$ cat src/rtl/gfp_alu.sv
// GF(p) arithmetic unit: modular add, sub, mul (MSB-first double-and-add) and
// divide (binary extended Euclid), with valid/ready handshakes on both sides.
`timescale 1ns/1ps
module gfp_alu #(
    parameter int WIDTH = 32,
    parameter int CNT_W = $clog2(4*WIDTH+4)
) (
    input  logic             i_clk,
    input  logic             i_rst,
    input  logic             i_valid,
    output logic             o_ready,
    input  logic [1:0]       i_op,
    input  logic [WIDTH-1:0] i_a,
    input  logic [WIDTH-1:0] i_b,
    input  logic [WIDTH-1:0] i_p,
    output logic             o_valid,
    input  logic             i_ready,
    output logic [WIDTH-1:0] o_result,
    output logic             o_err,
    output logic             o_busy
);
    typedef enum logic [2:0] {
        IDLE, ADD, SUB, RED, MUL, INV, DONE
    } state_t;

    localparam logic [CNT_W-1:0] MUL_FIRST = CNT_W'(WIDTH - 1);
    localparam logic [CNT_W-1:0] INV_LIMIT = CNT_W'(4*WIDTH + 1);

    function automatic logic [WIDTH-1:0] add_mod(input logic [WIDTH-1:0] x, y, m);
        logic [WIDTH:0] t;
        t = {1'b0, x} + {1'b0, y};
        if (t >= {1'b0, m}) t = t - {1'b0, m};
        return WIDTH'(t);
    endfunction

    function automatic logic [WIDTH-1:0] sub_mod(input logic [WIDTH-1:0] x, y, m);
        logic [WIDTH:0] t;
        t = {1'b0, x} - {1'b0, y};
        if (x < y) t = t + {1'b0, m};
        return WIDTH'(t);
    endfunction

    // Halving mod an odd m: an odd x becomes even by adding m first.
    function automatic logic [WIDTH-1:0] half_mod(input logic [WIDTH-1:0] x, m);
        logic [WIDTH:0] t;
        t = {1'b0, x} + (x[0] ? {1'b0, m} : '0);
        return WIDTH'(t >> 1);
    endfunction

    state_t           state_q, state_d;
    logic [WIDTH-1:0] a_q, a_d, b_q, b_d, p_q, p_d;
    logic [WIDTH:0]   s_q, s_d;
    logic [WIDTH-1:0] u_q, u_d, v_q, v_d, x1_q, x1_d, x2_q, x2_d;
    logic [CNT_W-1:0] cnt_q, cnt_d;
    logic [WIDTH-1:0] result_q, result_d;
    logic             err_q, err_d, valid_q, valid_d;

    logic [WIDTH-1:0] r_dbl, r_acc;
    logic [WIDTH:0]   s_red;

    assign r_dbl = add_mod(s_q[WIDTH-1:0], s_q[WIDTH-1:0], p_q);
    assign r_acc = a_q[WIDTH-1] ? add_mod(r_dbl, b_q, p_q) : r_dbl;
    assign s_red = (s_q >= {1'b0, p_q}) ? s_q - {1'b0, p_q} : s_q;

    always_comb begin
        // NOTE: every variable gets a default before the case so no path leaves one unassigned (no latches).
        state_d  = state_q;
        a_d      = a_q;
        b_d      = b_q;
        p_d      = p_q;
        s_d      = s_q;
        u_d      = u_q;
        v_d      = v_q;
        x1_d     = x1_q;
        x2_d     = x2_q;
        cnt_d    = cnt_q;
        result_d = result_q;
        err_d    = err_q;
        valid_d  = valid_q;
        case (state_q)
            IDLE: if (i_valid) begin
                a_d   = i_a;
                b_d   = i_b;
                p_d   = i_p;
                s_d   = '0;
                u_d   = i_b;
                v_d   = i_p;
                x1_d  = i_a;
                x2_d  = '0;
                cnt_d = (i_op == 2'd2) ? MUL_FIRST : '0;
                err_d = 1'b0;
                case (i_op)
                    2'd0:    state_d = ADD;
                    2'd1:    state_d = SUB;
                    2'd2:    state_d = MUL;
                    default: state_d = INV;
                endcase
            end
            ADD: begin
                s_d     = {1'b0, a_q} + {1'b0, b_q};
                state_d = RED;
            end
            SUB: begin
                s_d     = {1'b0, sub_mod(a_q, b_q, p_q)};
                state_d = RED;
            end
            RED: begin
                result_d = WIDTH'(s_red);
                valid_d  = 1'b1;
                state_d  = DONE;
            end
            // The finished product goes through RED so it lands on the same
            // result-load path as add/sub; it is already below p.
            MUL: begin
                s_d   = {1'b0, r_acc};
                a_d   = a_q << 1;
                cnt_d = cnt_q - 1'b1;
                if (cnt_q == '0) state_d = RED;
            end
            INV: begin
                cnt_d = cnt_q + 1'b1;
                if (u_q == '0 || cnt_q == INV_LIMIT) begin
                    result_d = '0;
                    err_d    = 1'b1;
                    valid_d  = 1'b1;
                    state_d  = DONE;
                end else if (u_q == WIDTH'(1)) begin
                    result_d = x1_q;
                    valid_d  = 1'b1;
                    state_d  = DONE;
                end else if (v_q == WIDTH'(1)) begin
                    result_d = x2_q;
                    valid_d  = 1'b1;
                    state_d  = DONE;
                end else if (!u_q[0]) begin
                    u_d  = u_q >> 1;
                    x1_d = half_mod(x1_q, p_q);
                end else if (!v_q[0]) begin
                    v_d  = v_q >> 1;
                    x2_d = half_mod(x2_q, p_q);
                end else if (u_q >= v_q) begin
                    u_d  = u_q - v_q;
                    x1_d = sub_mod(x1_q, x2_q, p_q);
                end else begin
                    v_d  = v_q - u_q;
                    x2_d = sub_mod(x2_q, x1_q, p_q);
                end
            end
            DONE: if (i_ready) begin
                valid_d = 1'b0;
                state_d = IDLE;
            end
            default: state_d = IDLE;
        endcase
    end

    // NOTE: sequential state uses non-blocking assignments so every flop samples pre-edge values.
    always_ff @(posedge i_clk or posedge i_rst) begin
        if (i_rst) begin
            state_q  <= IDLE;
            a_q      <= '0;
            b_q      <= '0;
            p_q      <= '0;
            s_q      <= '0;
            u_q      <= '0;
            v_q      <= '0;
            x1_q     <= '0;
            x2_q     <= '0;
            cnt_q    <= '0;
            result_q <= '0;
            err_q    <= 1'b0;
            valid_q  <= 1'b0;
        end else begin
            state_q  <= state_d;
            a_q      <= a_d;
            b_q      <= b_d;
            p_q      <= p_d;
            s_q      <= s_d;
            u_q      <= u_d;
            v_q      <= v_d;
            x1_q     <= x1_d;
            x2_q     <= x2_d;
            cnt_q    <= cnt_d;
            result_q <= result_d;
            err_q    <= err_d;
            valid_q  <= valid_d;
        end
    end

    assign o_ready  = (state_q == IDLE) & ~i_rst;
    assign o_valid  = valid_q;
    assign o_result = result_q;
    assign o_err    = err_q;
    assign o_busy   = (state_q != IDLE) && (state_q != DONE);

endmodule

$ cat config.mk
export PLATFORM = sky130hd
export DESIGN_NAME = gfp_alu
export DESIGN_NICKNAME = d
export VERILOG_FILES = /design/src/rtl/gfp_alu.sv
export SDC_FILE = /design/constraint.sdc
export NUM_CORES = 2
export LEC_CHECK = 0
export ABC_CLOCK_PERIOD_IN_PS = 11000
export CAP_MARGIN = 20
export CORE_MARGIN = 5
export CORE_UTILIZATION = 50
export CTS_BUF_LIST = sky130_fd_sc_hd__clkbuf_16
export DETAILED_ROUTE_END_ITERATION = 7
export GPL_ROUTABILITY_DRIVEN = 0
export PLACE_DENSITY = 0.78
export SLEW_MARGIN = 20
export SYNTH_ARGS = -nofsm -noshare
export SYNTH_HDL_FRONTEND = slang
export SYNTH_SLANG_ARGS = --single-unit
$ cat constraint.sdc
create_clock -name i_clk -period 11 [get_ports i_clk]
set_clock_uncertainty 0.15 [all_clocks]
set_input_delay 1.1 -clock i_clk [delete_from_list [all_inputs] [get_ports i_clk]]
set_output_delay 1.1 -clock i_clk [all_outputs]
set_load 0.05 [all_outputs]
==> results.yml <==
floorplan:
  die-height_um: 295
  ios: 138
  initial_core_util: 0.504
  core_area_um2: 80400
  die_x_um: 295
  row_count: 104
  die_area_um2: 86800
drt:
  drtPass1Iterations: 8
  ant_nets: 0
  drc: 4
  num_vias: 43900
  wl_per_cell_um: 25.3
  wirelength_um: 162000
  drtIter0Drc: 6185
  viasPerCell: 6.86
synthesis:
  muxShareOfSynthArea: 0.0251
  synthesis.area_um2: 40500
  synthFlopType: "dfrtp_1"
  synth-edff-count: 0
  synth_top_family_by_area: "compound AO/OA/AOI/OAI gates"
  synth_compound_area_frac: 0.309
  synth_cell_types: 96
  synth_nets: 5954
  ys_ff_latch: 302
  yosys_warnings: 0
  synth_simple_gate_area_frac: 0.179
  syn_inst: 5353
  synth.avg_cell_area_um2: 7.57
  synthArstFlopShare: 1.00
  seq_area_frac_synth: 0.186
  synthAdderAreaFrac: 0.157
  synth-xor-area-share: 0.0869
setup_path:
  cp.required_ns: 11.31
  crit_type: "flip-flop to flip-flop"
  critical_path.top_delay_family: "compound AO/OA/AOI/OAI gates"
  cp.arrival_ns: 10.51
  cpMostUsedCell: "o21ai_0"
  r2r_end: "s_q[21]"
  startpoint: "p_q[1]"
  r2r_cells: 33
  cp-end-kind: "flip-flop"
  crit_buf_inv: 2
  cp_max_fo: 40
  crit_cells: 33
  r2r_start: "p_q[1]"
  setup.worst_path.start_class: "flip-flop"
  max_stage_delay_ns: 0.69
  slowest_stage: "o21a_1"
  regToRegSetupSlack_ns: 0.80
timing:
  slew_viol_final: 0
  timing.final.hold_violations: 0
  fmax_ghz: 0.0980
  period_minus_slack_ns: 10.20
  setup_violations: 0
  worst_slew_pin_slew_ns: 1.23
  relSlewSlack: 0.171
  tns_ns: 0
  rsz0062_at_grt: "no"
  period_share: 0.927
clock_tree:
  h-tree-depth: 2
  clock_sinks: 302
  path_clk_slew_ns: 0.07
  numCtsBuffers: 40
  postCtsSetupBuffers: 0
  insertion_delay_ns: 0.62
  cts_resized: 0
  cts_tree: "done"
  cts-root-buf: "clkbuf_16"
  cts_max_path_buffers: 3
  cts_hold_buf: 0
global_route:
  grt_pass1_vias: 40600
  grt.total_usage: 0.354
  antenna_found_initial: 10
  overflow: 0
  grt_start_max_net_pins: 134
  grt_pass1_wl_um: 240000
job:
  drv_cap: 0
min_path:
  hp-start: "o_err"
  holdPathEnd: "o_err"
  holdPathStages: 2
  min_path_type: "flip-flop to flip-flop"
finish:
  fin_nets: 5907
  drive_above_1_share: 0.0386
  n_fill_cell: 7473
  multi_input_area_um2: 30800
  area_delta_synth_final_pct: 8.49
  seq_area_um2: 7560
run_status:
  status: "finished with violations"
  violations: "DRC"
placed_design:
  hpwl_um: 127000
  port_buffers: 137
-- cells in the mapped netlist (95+ instances only) --
cell type    n  area [um^2]
nand2_1    495         1860
ha_1       483         6040
a21oi_1    459         2300
o21ai_0    427         2140
nor2_1     396         1490
inv_1      326         1220
dfrtp_1    302         7560
xnor2_1    266         2330
a21o_1     243         1820
clkbuf_1   206          773
nor3_1     168          841
xor2_1     136         1190
nand3_1     95          475
-- worst max path at each step --
| stage | end | slack, ns |
|---|---|---|
| after floorplan | a_q[0] | 1.40 |
| after detailed placement | s_q[21] | 1.15 |
| after global placement | s_q[21] | 1.37 |
| after CTS | s_q[21] | 1.07 |
| final | s_q[21] | 0.80 |
| after global routing | s_q[3] | 0.08 |
-- registers in the layout, indices dropped and copies added (netlist names) --
| name | flops |
|---|---|
| a_q | 32 |
| b_q | 32 |
| cnt_q | 8 |
| o_err | 1 |
| o_result | 32 |
| o_valid | 1 |
| p_q | 32 |
| s_q | 33 |
| state_q | 3 |
| u_q | 32 |
| v_q | 32 |
| x1_q | 32 |
| x2_q | 32 |
-- layout by cell type, fill, tap and decap left out, drive strengths merged, types with 41 or more instances in the layout --
| cell type | instances |
|---|---|
| dfrtp | 302 |
| xor2 | 136 |
| nor2b | 70 |
| a21o | 243 |
| and3 | 52 |
| a21oi | 461 |
| nand2 | 496 |
| a31oi | 69 |
| nand4 | 52 |
| a22oi | 45 |
| o21a | 43 |
| xnor2 | 266 |
| o211ai | 51 |
| nor3 | 169 |
| a221oi | 66 |
| buf | 42 |
| mux2i | 69 |
| o21ai | 452 |
| ha | 483 |
| inv | 332 |
| a211oi | 78 |
| nand2b | 68 |
| o21bai | 84 |
| clkdlybuf4s50 | 137 |
| nand3 | 95 |
| clkbuf | 41 |
| nor2 | 397 |
-- kinds of logic (layout without fill, tap and decap cells) --
kind of cell | after synthesis | count (layout)
compound gates | 1907 | 1907
simple gates | 1550 | 1550
buf+inv | 595 | 580
fa+ha+maj | 499 | 499
xor+xnor | 402 | 402
flops | 302 | 302
mux | 98 | 98
other cells | 0 | 4
-- worst min-delay path, delay by kind of cell (launching register included) --
family | cells | cell delay, ns
simple gates | 2 | 0.12
flops | 1 | 0.35
-- per-stage QoR --
step                      setup WS [ns]  hold WS (ns)  utilization  std cells  instance area, um^2
final                             0.800         0.356        0.547       6402                44000
after global routing             0.0844         0.402        0.547       6398                44000
after CTS                          1.07         0.358        0.546       6397                43900
after detailed placement           1.15         0.345        0.530       6323                42600
after global placement             1.37         0.328        0.530       6323                42600
after floorplan                    1.40         0.302            -       5353                40500
-- layer usage --
layer / global-route usage / vias to the layer above / wire length, um
met4: 0.245 / 6 / 14700
met3: 0.118 / 833 / 23500
met5: 0 / - / 99
li1: - / 19500 / -
met2: 0.517 / 3233 / 65600
met1: 0.439 / 20400 / 58200
-- layout make-up --
cell class | instances | area share
Tap cell | 1060 | 0.0302
Clock inverter | 33 | 0.00697
Clock buffer | 41 | 0.0233
Multi-Input combinational cell | 4456 | 0.700
Sequential cell | 302 | 0.172
Inverter | 327 | 0.0281
Timing Repair Buffer | 179 | 0.0391
Antenna cell | 4 | 0.000228
Power is not shown: default switching activity piles up to over one toggle a cycle in this logic, so the estimate is an artifact.
